**src/rtl/imem_loader.sv**
```systemverilog
// imem_loader: streams a little-endian program image (word count, payload
// words, XOR checksum) into the instruction RAM while holding the core in
// reset. The core is released only after a load whose checksum matches.
module imem_loader #(
    parameter int ADDR_WIDTH = 8,
    parameter int DATA_WIDTH = 32
) (
    input  logic                  clk,
    input  logic                  reset,
    input  logic                  start_i,
    input  logic [7:0]            in_data_i,
    input  logic                  in_valid_i,
    output logic                  in_ready_o,
    output logic                  mem_we_o,
    output logic [ADDR_WIDTH-1:0] mem_addr_o,
    output logic [DATA_WIDTH-1:0] mem_wdata_o,
    output logic                  core_reset_o,
    output logic                  done_o,
    output logic                  error_o,
    output logic [ADDR_WIDTH:0]   words_loaded_o
);

    localparam logic [2:0] S_IDLE = 3'd0;
    localparam logic [2:0] S_HDR  = 3'd1;
    localparam logic [2:0] S_DATA = 3'd2;
    localparam logic [2:0] S_CSUM = 3'd3;
    localparam logic [2:0] S_DONE = 3'd4;
    localparam logic [2:0] S_ERR  = 3'd5;

    // Largest legal word count: the whole RAM.
    localparam logic [DATA_WIDTH:0] DEPTH  = (DATA_WIDTH+1)'(1) << ADDR_WIDTH;
    localparam logic [ADDR_WIDTH:0] WL_ONE = {{ADDR_WIDTH{1'b0}}, 1'b1};

    logic [2:0]            state;
    logic [1:0]            byte_cnt;     // byte position within the current 4-byte field
    logic [DATA_WIDTH-9:0] partial;      // first three bytes of the current field
    logic [DATA_WIDTH-1:0] acc;          // running XOR of payload words
    logic [ADDR_WIDTH:0]   n_words;      // payload word count from the header

    logic                  transfer;
    logic                  field_done;
    logic [DATA_WIDTH-1:0] word;

    // Byte acceptance is purely a function of the parsing states.
    assign in_ready_o = (state == S_HDR) || (state == S_DATA) || (state == S_CSUM);
    assign transfer   = in_valid_i && in_ready_o;
    assign field_done = transfer && (byte_cnt == 2'd3);
    // The 4th byte arrives last and lands in the top bits (little-endian).
    assign word       = {in_data_i, partial};

    // Parser FSM, RAM write port and status outputs.
    always_ff @(posedge clk) begin
        if (reset) begin
            // NOTE: every register, including the write strobe, is cleared here so a write
            // scheduled by the edge that coincides with reset is dropped rather than issued.
            state          <= S_IDLE;
            byte_cnt       <= 2'd0;
            partial        <= '0;
            acc            <= '0;
            n_words        <= '0;
            mem_we_o       <= 1'b0;
            mem_addr_o     <= '0;
            mem_wdata_o    <= '0;
            core_reset_o   <= 1'b1;
            done_o         <= 1'b0;
            error_o        <= 1'b0;
            words_loaded_o <= '0;
        end else begin
            // NOTE: non-blocking assignments throughout; the strobe defaults low so it
            // is high for exactly the one cycle after a word completes.
            mem_we_o <= 1'b0;

            if (transfer) begin
                byte_cnt <= byte_cnt + 2'd1;
                partial  <= {in_data_i, partial[DATA_WIDTH-9:8]};
            end

            case (state)
                S_IDLE, S_DONE, S_ERR: begin
                    if (start_i) begin
                        state          <= S_HDR;
                        byte_cnt       <= 2'd0;
                        acc            <= '0;
                        words_loaded_o <= '0;
                        done_o         <= 1'b0;
                        error_o        <= 1'b0;
                        core_reset_o   <= 1'b1;
                    end
                end

                S_HDR: begin
                    if (field_done) begin
                        if ({1'b0, word} > DEPTH) begin
                            state   <= S_ERR;
                            error_o <= 1'b1;
                        end else if (word == '0) begin
                            state <= S_CSUM;
                        end else begin
                            state   <= S_DATA;
                            n_words <= word[ADDR_WIDTH:0];
                        end
                    end
                end

                S_DATA: begin
                    if (field_done) begin
                        mem_we_o       <= 1'b1;
                        mem_addr_o     <= words_loaded_o[ADDR_WIDTH-1:0];
                        mem_wdata_o    <= word;
                        acc            <= acc ^ word;
                        words_loaded_o <= words_loaded_o + WL_ONE;
                        if (words_loaded_o + WL_ONE == n_words) begin
                            state <= S_CSUM;
                        end
                    end
                end

                S_CSUM: begin
                    if (field_done) begin
                        if (word == acc) begin
                            state        <= S_DONE;
                            done_o       <= 1'b1;
                            core_reset_o <= 1'b0;
                        end else begin
                            state   <= S_ERR;
                            error_o <= 1'b1;
                        end
                    end
                end

                default: begin
                    state <= S_IDLE;
                end
            endcase
        end
    end

endmodule

```
**config.mk**
```make
export PLATFORM = sky130hd
export DESIGN_NAME = imem_loader
export DESIGN_NICKNAME = d
export VERILOG_FILES = /design/src/rtl/imem_loader.sv
export SDC_FILE = /design/constraint.sdc
export NUM_CORES = 1
export LEC_CHECK = 0
export BUFFER_PORTS_ARGS = -buffer_cell sky130_fd_sc_hd__buf_2
export CORE_ASPECT_RATIO = 1.1
export CORE_MARGIN = 3
export CORE_UTILIZATION = 50
export DETAILED_ROUTE_END_ITERATION = 7
export PLACE_DENSITY_LB_ADDON = 0.2
export RECOVER_POWER = 50
export SYNTH_ARGS = -nofsm -noshare
export SYNTH_HDL_FRONTEND = slang
export SYNTH_SLANG_ARGS = --single-unit
```
**constraint.sdc**
```tcl
create_clock -name clk -period 2.6 [get_ports clk]
set_input_delay 0 -clock clk [delete_from_list [all_inputs] [get_ports clk]]
set_output_delay 0 -clock clk [all_outputs]
set_load 0.02 [all_outputs]
```
# After elaboration in Yosys (flattened, before gate mapping)

Cells that the tools add are included.

Bits in registers: 123
Input bits: 12
Output and inout port bits: 54

Add/subtract/negate cells: 2
Order comparisons: 1
Equal/unequal tests: 16
Muxes and demuxes: 32
Bitwise operators: 4
Reductions and logical operators: 17

Operator list:

| operator                                                                 | number |
|---|---|
| 32-bit 2-to-1 mux                                                        | 2 |
| 32-bit one-hot mux with 2 select lines                                   | 1 |
| 32-bit equality test                                                     | 1 |
| 32-bit by 9-bit > comparator with 1-bit output (second input constant)   | 1 |
| 32-bit zero test                                                         | 1 |
| 32-bit bitwise XOR                                                       | 1 |
| 3-bit 2-to-1 mux                                                         | 6 |
| 9-bit 2-to-1 mux                                                         | 2 |
| 9-bit one-hot mux with 2 select lines                                    | 1 |
| 1-bit 2-to-1 mux                                                         | 13 |
| 3-bit one-hot mux with 4 select lines                                    | 1 |
| 2-bit inequality test (second input constant)                            | 5 |
| 9-bit by 1-bit adder with 9-bit output (second input constant)           | 1 |
| 9-bit equality test                                                      | 1 |
| 4-bit AND reduction                                                      | 2 |
| 3-bit by 2-bit equality test with 1-bit output (second input constant)   | 2 |
| 3-bit equality test (second input constant)                              | 2 |
| 2-bit 2-to-1 mux                                                         | 3 |
| 2-bit by 1-bit inequality test with 1-bit output (second input constant) | 3 |
| 6-bit AND reduction                                                      | 1 |
| 5-bit AND reduction                                                      | 1 |
| 1-bit one-hot mux with 2 select lines                                    | 2 |
| 2-bit nonzero test                                                       | 2 |
| 3-bit by 1-bit equality test with 1-bit output (second input constant)   | 1 |
| other kinds (12)                                                         | 16 |

# Depth between registers and ports, before layout

Gate-level depths: netlist of the first run.

Depth in word-level cells: 7
Gate-level depth with buffers: 8

# Worst setup path after synthesis of the first run

Ideal clock, no wire load.

Path type: reg-to-reg
From: register words_loaded_o[0]
To: register state[0]
Arrival: 2.068 ns
Data required time: 2.522 ns
Slack: 0.454 ns
Cell stages (with the launch flop): 9
Path buffers: 1
Period minus slack after synthesis: 2.146 ns
Cells stage by stage: dfxtp_1 ha_1 clkbuf_1 nand3_1 nor2_1 xnor2_1 a2111oi_0 nand4_1 a32oi_1

Word-level cells in the longest chain between the ends: 4

Ends and longest elaborated chain:

| item                                                              | RTL line | text |
|---|---|---|
| from (decl)                                                       | 20       | `output logic [ADDR_WIDTH:0] words_loaded_o` |
| from (signal assigned)                                            | 111      | `words_loaded_o <= words_loaded_o + WL_ONE;` |
| 9-bit by 1-bit adder with 9-bit output                            | 112      | `if (words_loaded_o + WL_ONE == n_words) begin` |
| 9-bit equality test                                               | 112      |  |
| 2-bit by 1-bit inequality test with 1-bit output (no source line) | --       |  |
| 5-bit AND reduction (no source line)                              | --       |  |
| to (signal assigned)                                              | 113      | `state <= S_CSUM;` |
| to (signal assigned)                                              | 121      | `state <= S_DONE;` |
| to (signal assigned)                                              | 125      | `state <= S_ERR;` |
| to (decl)                                                         | 34       | `logic [2:0] state;` |

Every way passes these cells.
A chain may end at the register's enable or synchronous reset.

# Final worst setup path of the first run

From: register byte_cnt[0]
To: register acc[1]

Word-level cells in the longest chain between the ends: 4

Ends and longest elaborated chain:

| item                                   | RTL line | text |
|---|---|---|
| from (decl)                            | 35       | `logic [1:0] byte_cnt;` |
| from (signal assigned)                 | 74       | `byte_cnt <= byte_cnt + 2'd1;` |
| 2-bit equality test                    | 47       | `assign field_done = transfer && (byte_cnt == 2'd3);` |
| 1-bit logical AND                      | 47       |  |
| 2-bit inequality test (no source line) | --       |  |
| 3-bit AND reduction (no source line)   | --       |  |
| to (signal assigned)                   | 110      | `acc <= acc ^ word;` |
| to (decl)                              | 37       | `logic [DATA_WIDTH-1:0] acc;` |

Every way passes these cells.

==> results of run 1 <==
## cell usage after synthesis (6+ instances only)
cell and n:
nor3_1 34, o211a_1 23, dfxtp_1 123, nand4_1 6, nor4_1 13, xnor2_1 8
clkbuf_1 56, xor2_1 36, nand3_1 16, nand2_1 153, nor2_1 37, o21ai_1 13
a21oi_1 118, buf_2 7
## power by group through the flow
stage | clock network [mW] | registers, mW | logic, mW
after floorplan | 0 | 1.95 | 0.143
after global placement | 0 | 1.96 | 0.202
after detailed placement | 0 | 1.96 | 0.204
after CTS | 2.35 | 1.92 | 0.215
after global routing | 2.45 | 1.93 | 0.236
final | 2.33 | 1.92 | 0.215
## metrics by stage
| stage | setup WS [ns] | hold slack (ns) |
|---|---|---|
| 2_1_floorplan | 0.454 | 0.136 |
| 6_report | 0.226 | 0.0852 |
| 5_1_grt | 0.0374 | 0.103 |
| 3_5_place_dp | 0.251 | 0.309 |
| 3_3_place_gp | 0.359 | 0.301 |
| 4_1_cts | 0.245 | 0.0541 |
## area by class of cell
type	count	area (sq um)	area share, %
inverter	3	11.3	0.174
sequential	123	2460	38.1
clock buffer	20	437	6.76
multi-input combinational	510	2760	42.8
clock inverter	12	149	2.30
tap	143	179	2.77
timing repair buffer	88	459	7.11
## kinds of logic (layout without fill, tap and decap cells)
logic type | Yosys count | in the layout | share of synthesized area (%)
xor+xnor | 44 | 44 | 7.04
flops | 123 | 123 | 45.0
fa+ha+maj | 2 | 2 | 0.457
compound gates | 172 | 172 | 18.7
buf+inv | 66 | 123 | 4.68
simple gates | 292 | 292 | 24.1
## metal layers
metal | wire length, microns | share of wire, % | vias to the layer above
li1 | - | - | 2479
met1 | 6120 | 44 | 2388
met2 | 6960 | 49 | 156
met3 | 789 | 5.6 | 13
met4 | 188 | 1.3 | 0
met5 | 0 | 0 | -
## worst paths after layout
path | start | to | depth (start not counted)
worst max-delay path | byte_cnt[0]$_SDFF_PP0_ | acc[1]$_SDFFE_PP0P_ | 7
worst min register to register | mem_wdata_o[26]$_SDFFE_PP0P_ | mem_wdata_o[26]$_SDFFE_PP0P_ | 2
worst max register to register | byte_cnt[0]$_SDFF_PP0_ | acc[1]$_SDFFE_PP0P_ | 7
worst min-delay path | in_valid_i | state[1]$_SDFFE_PP0P_ | 4
## registers in the layout, indices dropped and copies added, names as in the netlist
signal          count
acc                32
mem_wdata_o        32
partial            24
n_words             9
words_loaded_o      9
mem_addr_o          8
state               3
byte_cnt            2
core_reset_o        1
done_o              1
error_o             1
mem_we_o            1
## timing repair
item	CTS	global route
hold buffers	8	0
endpoints found under the setup margin	0	1
gates resized for setup	0	2
hold endpoints to repair	24	0
## worst register-to-register path, delay by kind of cell, from the launching register on
kind            cells  cell delay, ns
buf+inv             1            0.59
compound gates      1            0.13
simple gates        4            1.07
fa+ha+maj           1            0.17
flops               1            0.34
==> metrics, run 1 <==
number of buffer cells added on primary ports 65; met3 layer usage reported by global route 5.24%; Avg Vias per Cell 5.60; number of warnings reported in the yosys synthesis log 0; number of fill cells in the layout 992; slowest cell on the critical path clkbuf_1; Distinct cells, synth 42; clock buffer count from CTS 17; fraction of the cycle the final worst path needs 91.3%; Final Non-Filler Cells 899; vias in the first global route 4616; leading cell types in the layout, fill and taps excluded nand2_1, dfxtp_1, a21oi_1; die width 106 microns; Crit path top cell by count nand2_1; cells after synthesis 699; Pins Over Slew Limit 0; main area contributors after synthesis dfxtp_1, a21oi_1, nand2_1, xor2_1, o211a_1; unrepaired setup endpoints after global routing false; finished layout cell area 0.00646 sq mm; arrival time at the worst endpoint 2.71 ns; share of final-layout standard cells stronger than drive strength 1 8.33%; Final Routed Wirelength 14100 microns; final antenna diode count 0; number of antenna violations at the first check in global routing 0; reported leakage power 2.55 nW; category of cells accounting for the largest share of critical-path delay simple AND/OR/NAND/NOR gates; layout-stage area growth over the synthesis result 18.0%; worst supply voltage drop on vdd 380 uV; Remaining Overflow, GRT 0; number of synthesized register bits 123; Most Crowded Layer GR met2; sequential element share of the synthesized area 45.0%; Iter 0 DRT Violations 283; CTS clk-pin slew, worst paths 0.05 ns; number of nets in the layout 757; most common library cell in the layout ignoring fill and taps nand2_1; maximum frequency from static timing analysis 0.421 GHz; Core ar. 0.0105 sq mm; Post-Route Utilization 61.3%; Mapped Nets 713; global placement routability congestion 0.925; number of instances in the placed design 859; top_reg_cell synth dfxtp_1; Skew-Pair Late Insertion Delay 0.41 ns; kind of critical path reg -> reg; Initial Utilization 52.0%; average cell area after synthesis 7.83 sq um; cell-by-cell listing of the critical path ha_1 > nand2_1 > nor3_1 > clkbuf_1 > nand2_1 > or2_2 > a21oi_1; data required time of the critical path 2.94 ns; library cell with the largest summed area after synthesis dfxtp_1; maximum buffer depth of the clock tree 2; tightest slew margin relative to the limit 48.1%; CTS H-Tree Depth 4; gr usage total 23.5%; Yosys top cell area share 45.0%; global-route met2 utilization 39.3%; post-synthesis instance area 0.00548 sq mm; Cell Area, Placed 0.00587 sq mm; grt met1 use 29.8%; first-pass GRT wire length 23000 microns; minimum setup slack among reg-to-reg paths 0.23 ns; Final Hold Violating Endpoints 0; die outline area 0.0122 sq mm; clock tree from TritonCTS built; Setup-failing EPs final 0; routed wirelength normalized by instance count 15.6 microns; maximum net fanout on the critical path 14; Pwr Density 691 mW/mm^2; Post CTS Setup Buffer Count 0; number of clock sinks 123; pin count of the biggest net entering global routing 75; Critical Path Source Type flip-flop; share of total power consumed by net switching 22.4%; final worst path period need 2.37 ns; Setup Total Neg Slack 0 ns; Psw 1.00 mW; Power, Total 4.47 mW; Buf+Inv Stages, Crit Path 1; number of top-level design ports 66; Flop pwr share 43.1%; type of the most critical hold path in -> reg; Pre-antenna DRT Iters 5; result of the run finished, final reports clean; CTS Root Cell clkbuf_16; Least-Margin Pin Slew 0.779 ns; Post-synth EDFFs 0; Via Count 5036; hpwl dp 9160 microns; Internal Pwr Total 3.46 mW; post-route antenna net violation count 0; detailed-route DRC error count 0; relative contribution of the clock network to total power 52.1%; delay of the slowest cell on the worst path 0.59 ns; Worst Skew 0.00601 ns; max-capacitance violation count 0; Core Rows 39; category of the worst setup path capture point flip-flop; fraction of power consumed by combinational cells 4.8%; async set-reset flop share out of synthesis 0%; Die Height 116 microns
Power figures use the tool's default switching activity.
==> run 2, diff against run 1 <==
--- a/config.mk
+++ b/config.mk
@@ -11,7 +11,6 @@
 export CORE_UTILIZATION = 50
 export DETAILED_ROUTE_END_ITERATION = 7
 export PLACE_DENSITY_LB_ADDON = 0.2
-export RECOVER_POWER = 50
 export SYNTH_ARGS = -nofsm -noshare
 export SYNTH_HDL_FRONTEND = slang
 export SYNTH_SLANG_ARGS = --single-unit
==> run 2 against run 1 <==
Cell count unchanged. Highest routed layer unchanged. Critical endpoint is now state[0]$_SDFFE_PP0P_. Register-to-register slack better by 0.07 ns. Worst hold slack got worse by 0.0084 ns. Clock-buffer cell count unchanged. First-iteration DRC count increased by 12%. Worst setup slack better by 0.073 ns. Die area stayed put. Combinational power is essentially flat. Wire length down 1.0%. Non-clock buffer count is the same. Flip-flop and latch count did not move.
==> metrics, run 2 (synthesis results as in run 1) <==
vias in the first global route 4616 (unchanged); data required time of the critical path 2.93 ns (about the same); Critical Path Source Type flip-flop; Initial Utilization 52.0% (unchanged); most common library cell in the layout ignoring fill and taps nand2_1; tightest slew margin relative to the limit 48.3% (+0.25 points); number of antenna violations at the first check in global routing 0 (unchanged); maximum net fanout on the critical path 8 (-6); category of cells accounting for the largest share of critical-path delay simple AND/OR/NAND/NOR gates; CTS Root Cell clkbuf_16; Iter 0 DRT Violations 318 (+12%); Pwr Density 683 mW/mm^2 (-1.2%); clock buffer count from CTS 17 (unchanged); detailed-route DRC error count 0 (unchanged); global placement routability congestion 0.925 (unchanged); minimum setup slack among reg-to-reg paths 0.30 ns (+0.07 ns); leading cell types in the layout, fill and taps excluded nand2_1, dfxtp_1, a21oi_1; arrival time at the worst endpoint 2.63 ns (-0.08 ns); layout-stage area growth over the synthesis result 19.4%; Worst Skew 0.00625 ns (+0.000234 ns); worst hold slack across all endpoints 0.0769 ns (-0.00837 ns); first-pass GRT wire length 23000 microns (unchanged); Pins Over Slew Limit 0 (unchanged); number of top-level design ports 66 (unchanged); unrepaired setup endpoints after global routing false; share of final-layout standard cells stronger than drive strength 1 15.7% (+7.4 points); clock tree from TritonCTS built; Skew-Pair Late Insertion Delay 0.41 ns (about the same); gr usage total 23.5% (unchanged); Via Count 5028 (-0.16%); cell-by-cell listing of the critical path ha_1 > nand3_1 > nor2_2 > xnor2_1 > a2111oi_1 > nand4_1 > a32oi_1; number of nets in the layout 757 (unchanged); Core ar. 0.0105 sq mm (unchanged); CTS clk-pin slew, worst paths 0.06 ns (about the same); hpwl dp 9160 microns (unchanged); CTS H-Tree Depth 4 (unchanged); number of buffer cells added on primary ports 65 (unchanged); result of the run finished, final reports clean; Remaining Overflow, GRT 0 (unchanged); maximum buffer depth of the clock tree 2 (unchanged); final antenna diode count 0 (unchanged); Buf+Inv Stages, Crit Path 0 (-1); Setup-failing EPs final 0 (unchanged); Pre-antenna DRT Iters 5 (unchanged); Post CTS Setup Buffer Count 0 (unchanged); Final Routed Wirelength 13900 microns (-1.0%); Power, Total 4.47 mW (about the same); Least-Margin Pin Slew 0.775 ns (-0.00375 ns); number of clock sinks 123 (unchanged); routed wirelength normalized by instance count 15.5 microns (-1.0%); type of the most critical hold path in -> reg; Avg Vias per Cell 5.59 (-0.16%); reported leakage power 2.79 nW (+9.4%); pin count of the biggest net entering global routing 75 (unchanged); slowest cell on the critical path dfxtp_1; largest registers in the final layout acc x32, mem_wdata_o x32, partial x24; Die Height 116 microns (unchanged); Final Hold Violating Endpoints 0 (unchanged); post-route antenna net violation count 0 (unchanged); fraction of the cycle the final worst path needs 88.5% (-2.8 points); maximum frequency from static timing analysis 0.435 GHz (+3.2%); worst supply voltage drop on vdd 381 uV (+0.29%); delay of the slowest cell on the worst path 0.53 ns (-0.06 ns); category of the worst setup path capture point flip-flop; max-capacitance violation count 0 (unchanged); die width 106 microns (unchanged); kind of critical path reg -> reg; Setup Total Neg Slack 0 ns (unchanged); die outline area 0.0122 sq mm (unchanged); final worst path period need 2.30 ns (-0.0729 ns); number of fill cells in the layout 971 (-2.1%); Core Rows 39 (unchanged)
[run 2: changes by cell type in the layout (fill, tap and decap cells not counted), sizes merged]
cell | previous run | this run
clkbuf | 76 | 20
buf | 24 | 80
[run 2: worst paths after layout]
| path | endpoint | cells past startpoint | start |
|---|---|---|---|
| worst max-delay path | state[0]$_SDFFE_PP0P_ | 7 | words_loaded_o[0]$_SDFFE_PP0P_ |
| worst min-delay path | state[1]$_SDFFE_PP0P_ | 4 | in_valid_i |
| worst max register to register | state[0]$_SDFFE_PP0P_ | 7 | words_loaded_o[0]$_SDFFE_PP0P_ |
| worst min register to register | mem_addr_o[6]$_SDFFE_PP0P_ | 2 | mem_addr_o[6]$_SDFFE_PP0P_ |
[run 2: metal layers]
metal	track usage (%)	up-vias	routed length, microns
met3	5.24	15	756
met2	39.3	155	6810
met5	0	-	0
li1	-	2484	-
met4	9.33	0	224
met1	29.8	2374	6120
[run 2: worst reg2reg max path, stage by stage, from the launching register on]
cell       delay, ns
dfxtp_1         0.53
ha_1            0.35
nand3_1         0.27
nor2_2          0.24
xnor2_1         0.10
a2111oi_1       0.38
nand4_1         0.14
a32oi_1         0.21
[run 2: per-stage QoR]
stage | util [%] | std cells | worst slack, ns | instance area [sq um]
2_1_floorplan | - | 699 | 0.454 | 5480
3_3_place_gp | 55.7 | 859 | 0.359 | 5870
3_5_place_dp | 55.7 | 859 | 0.251 | 5870
4_1_cts | 62.0 | 899 | 0.245 | 6540
5_1_grt | 62.0 | 899 | 0.0597 | 6540
6_report | 62.0 | 899 | 0.299 | 6540
[run 2: repair_timing]
item | CTS | global route
setup endpoints to repair | 0 | 1
hold buffers | 8 | 0
hold endpoints to repair | 24 | 0
gates resized for setup | 0 | 2
[run 2: final cells by class]
type                       count  area (sq um)  share of cell area (%)
sequential                   123          2460                    37.7
inverter                       3          11.3                   0.172
timing repair buffer          88           533                    8.15
multi-input combinational    510          2770                    42.3
clock inverter                12           149                    2.28
tap                          143           179                    2.74
clock buffer                  20           437                    6.68
[run 2: power breakdown]
part	internal [mW]	switching, mW
logic	0.0667	0.150
clock network	1.50	0.826
registers	1.90	0.0244
==> run 3, diff against run 2 <==
--- a/config.mk
+++ b/config.mk
@@ -5,7 +5,9 @@
 export SDC_FILE = /design/constraint.sdc
 export NUM_CORES = 1
 export LEC_CHECK = 0
+export ABC_AREA = 1
 export BUFFER_PORTS_ARGS = -buffer_cell sky130_fd_sc_hd__buf_2
+export CAP_MARGIN = 20
 export CORE_ASPECT_RATIO = 1.1
 export CORE_MARGIN = 3
 export CORE_UTILIZATION = 50
==> run 3 against run 2 <==
Fmax grew 9.4%. Core utilization rose by 0.43 points. Flip-flop and latch count did not move. Non-clock buffer count shrank 7. Clock skew grew 0.0023 ns. Synthesized area about the same. Total power grew 31%.
==> metrics, run 3 <==
result of the run finished, final reports clean; Critical Path Stages 9 (+2); Core Rows 39 (unchanged); Post-synth EDFFs 0 (unchanged); post-synthesis instance area 0.00548 sq mm (about the same); Met3 Routed Length 622 microns (-18%); Mapped Nets 796 (+12%); first-pass GRT wire length 23300 microns (+1.4%); maximum frequency from static timing analysis 0.475 GHz (+9.4%); top routing layer in use met4; tightest slew margin relative to the limit 45.1% (-3.2 points); top cell types by occurrence after synthesis nand2_1, dfxtp_1, a21oi_1, inv_1, o21ai_0; Least-Margin Pin Slew 0.819 ns (+0.0434 ns); largest registers in the final layout acc x32, mem_wdata_o x32, partial x24; Remaining Overflow, GRT 0 (unchanged); pin count of the biggest net entering global routing 58 (-23%); Setup-failing EPs final 0 (unchanged); final antenna diode count 0 (unchanged); Skew-Pair Late Insertion Delay 0.41 ns (about the same); Pwr Density 888 mW/mm^2 (+30%); number of buffer cells added on primary ports 65 (unchanged); number of instances in the placed design 962 (+12%); detailed-route DRC error count 0 (unchanged); kind of critical path reg -> reg; met2 wire len 6890 microns (+1.2%); layout-stage area growth over the synthesis result 20.2%; most common library cell in the layout ignoring fill and taps nand2_1; CTS H-Tree Depth 4 (unchanged); CTS clk-pin slew, worst paths 0.05 ns (about the same); share of final-layout standard cells stronger than drive strength 1 14.9% (-0.84 points); number of clock sinks 123 (unchanged); CTS Root Cell clkbuf_16; number of antenna violations at the first check in global routing 0 (unchanged); fraction of the cycle the final worst path needs 80.9% (-7.6 points); leading cell types in the layout, fill and taps excluded nand2_1, dfxtp_1, a21oi_1; clock buffer count from CTS 17 (unchanged); max-capacitance violation count 0 (unchanged); Setup Total Neg Slack 0 ns (unchanged); final worst path period need 2.10 ns (-0.197 ns); Crit path top cell by count nand2_2; number of warnings reported in the yosys synthesis log 0 (unchanged); reported leakage power 2.85 nW (+2.2%); global placement routability congestion 0.883 (-4.6%); Met1 Wirelength 6070 microns (-0.88%); main area contributors after synthesis dfxtp_1, nand2_1, a21oi_1, inv_1, o21ai_0; worst hold path stage count 6 (+2); Buf+Inv Stages, Crit Path 3 (+3); type of the most critical hold path in -> reg; cells after synthesis 782 (+12%); vias in the first global route 5018 (+8.7%); top_reg_cell synth dfxtp_1; Pre-antenna DRT Iters 5 (unchanged); Initial Utilization 52.0% (about the same); die outline area 0.0122 sq mm (about the same); die width 106 microns (about the same); worst supply voltage drop on vdd 462 uV (+21%); category of cells accounting for the largest share of critical-path delay buffers and inverters; average cell area after synthesis 7.00 sq um (-11%); async set-reset flop share out of synthesis 0% (unchanged); number of nets in the layout 861 (+14%); Yosys top cell area share 45.0% (about the same); number of top-level design ports 66 (unchanged); Iter 0 DRT Violations 244 (-23%); cell-by-cell listing of the critical path nand2_2 > nand2_2 > nand3_2 > inv_2 > nand2_2 > inv_2 > buf_12 > nand3_1 > a21oi_1; Final Non-Filler Cells 1002 (+11%); Core ar. 0.0105 sq mm (unchanged); Pins Over Slew Limit 0 (unchanged); Worst Skew 0.00854 ns (+0.00230 ns); Via Count 5214 (+3.7%); sequential element share of the synthesized area 45.0% (about the same); gr usage total 23.6% (+0.15 points); Power, Total 5.85 mW (+31%); routed wirelength normalized by instance count 13.8 microns (-11%); Post-Route Utilization 62.5% (+0.43 points); delay of the slowest cell on the worst path 0.46 ns (-0.07 ns); arrival time at the worst endpoint 2.43 ns (-0.20 ns); Critical Path Source Type flip-flop; number of synthesized register bits 123 (unchanged); hpwl dp 9440 microns (+3.0%); Distinct cells, synth 30 (-29%); maximum buffer depth of the clock tree 2 (unchanged); unrepaired setup endpoints after global routing false; depth of the most critical reg-to-reg path 9 (+2); category of the worst setup path capture point flip-flop; Final Hold Violating Endpoints 0 (unchanged); clock tree from TritonCTS built; slowest cell on the critical path inv_2; Final Routed Wirelength 13900 microns (-0.47%); maximum net fanout on the critical path 39 (+31); Avg Vias per Cell 5.20 (-7.0%); post-route antenna net violation count 0 (unchanged); Die Height 116 microns (about the same); cell with the most instances after synthesis nand2_1; data required time of the critical path 2.93 ns (about the same); library cell with the largest summed area after synthesis dfxtp_1
run 3: metal layers:
metal	up-vias	GRT usage, %
met5	-	0
met4	0	9.07
met3	22	4.96
met2	148	41.3
met1	2404	28.8
li1	2640	-
run 3: repair_timing:
| item | 4_1_cts | 5_1_grt |
|---|---|---|
| resized for setup | 0 | 0 |
| buffers inserted | 0 | 0 |
| endpoints found under the hold margin | 23 | 0 |
| setup endpoints to repair | 0 | 0 |
| hold buffers | 9 | 0 |
run 3: layout make-up:
| type | count | area, sq um |
|---|---|---|
| fill | 942 | 3960 |
| timing repair buffer | 81 | 493 |
| sequential | 123 | 2460 |
| clock inverter | 5 | 80.1 |
| inverter | 90 | 338 |
| tap | 143 | 179 |
| multi-input combinational | 534 | 2500 |
| clock buffer | 26 | 529 |
run 3: logic make-up (layout without fill, tap and decap cells):
family	Yosys count	in the layout	share of synthesized area (%)
simple gates	338	338	25.7
flops	123	123	45.0
buf+inv	125	202	9.36
compound gates	186	186	18.3
fa+ha+maj	2	2	0.457
xor+xnor	8	8	1.28
run 3: final timing paths:
| kind | from | endpoint | slack, ns |
|---|---|---|---|
| worst max-delay path | state[0]$_SDFFE_PP0P_ | acc[6]$_SDFFE_PP0P_ | 0.50 |
| worst min-delay path | in_valid_i | core_reset_o$_SDFFE_PP1P_ | 0.13 |
| worst max register to register | state[0]$_SDFFE_PP0P_ | acc[6]$_SDFFE_PP0P_ | 0.50 |
| worst min register to register | error_o$_SDFFE_PP0P_ | error_o$_SDFFE_PP0P_ | 0.45 |
run 3: per-stage QoR:
stage          hold slack, ns  cell area [sq um]  worst slack, ns
6_report                0.130               6580            0.496
5_1_grt                 0.181               6580            0.317
4_1_cts                 0.114               6580            0.538
3_5_place_dp            0.316               5880            0.577
3_3_place_gp            0.311               5880            0.673
2_1_floorplan           0.143               5480            0.835
run 3: tightest hold or removal path: cells and delay by family:
family                 cells  cell delay [ns]
AND/OR/NAND/NOR            3             0.25
buffers and inverters      2             0.16
AO/OA/AOI/OAI              1             0.09
run 3: power by group:
group,switching (mW),leakage (nW),internal [mW]
sequential,0.185,0.995,2.06
clock,0.807,0.295,1.58
combinational,0.852,1.56,0.364
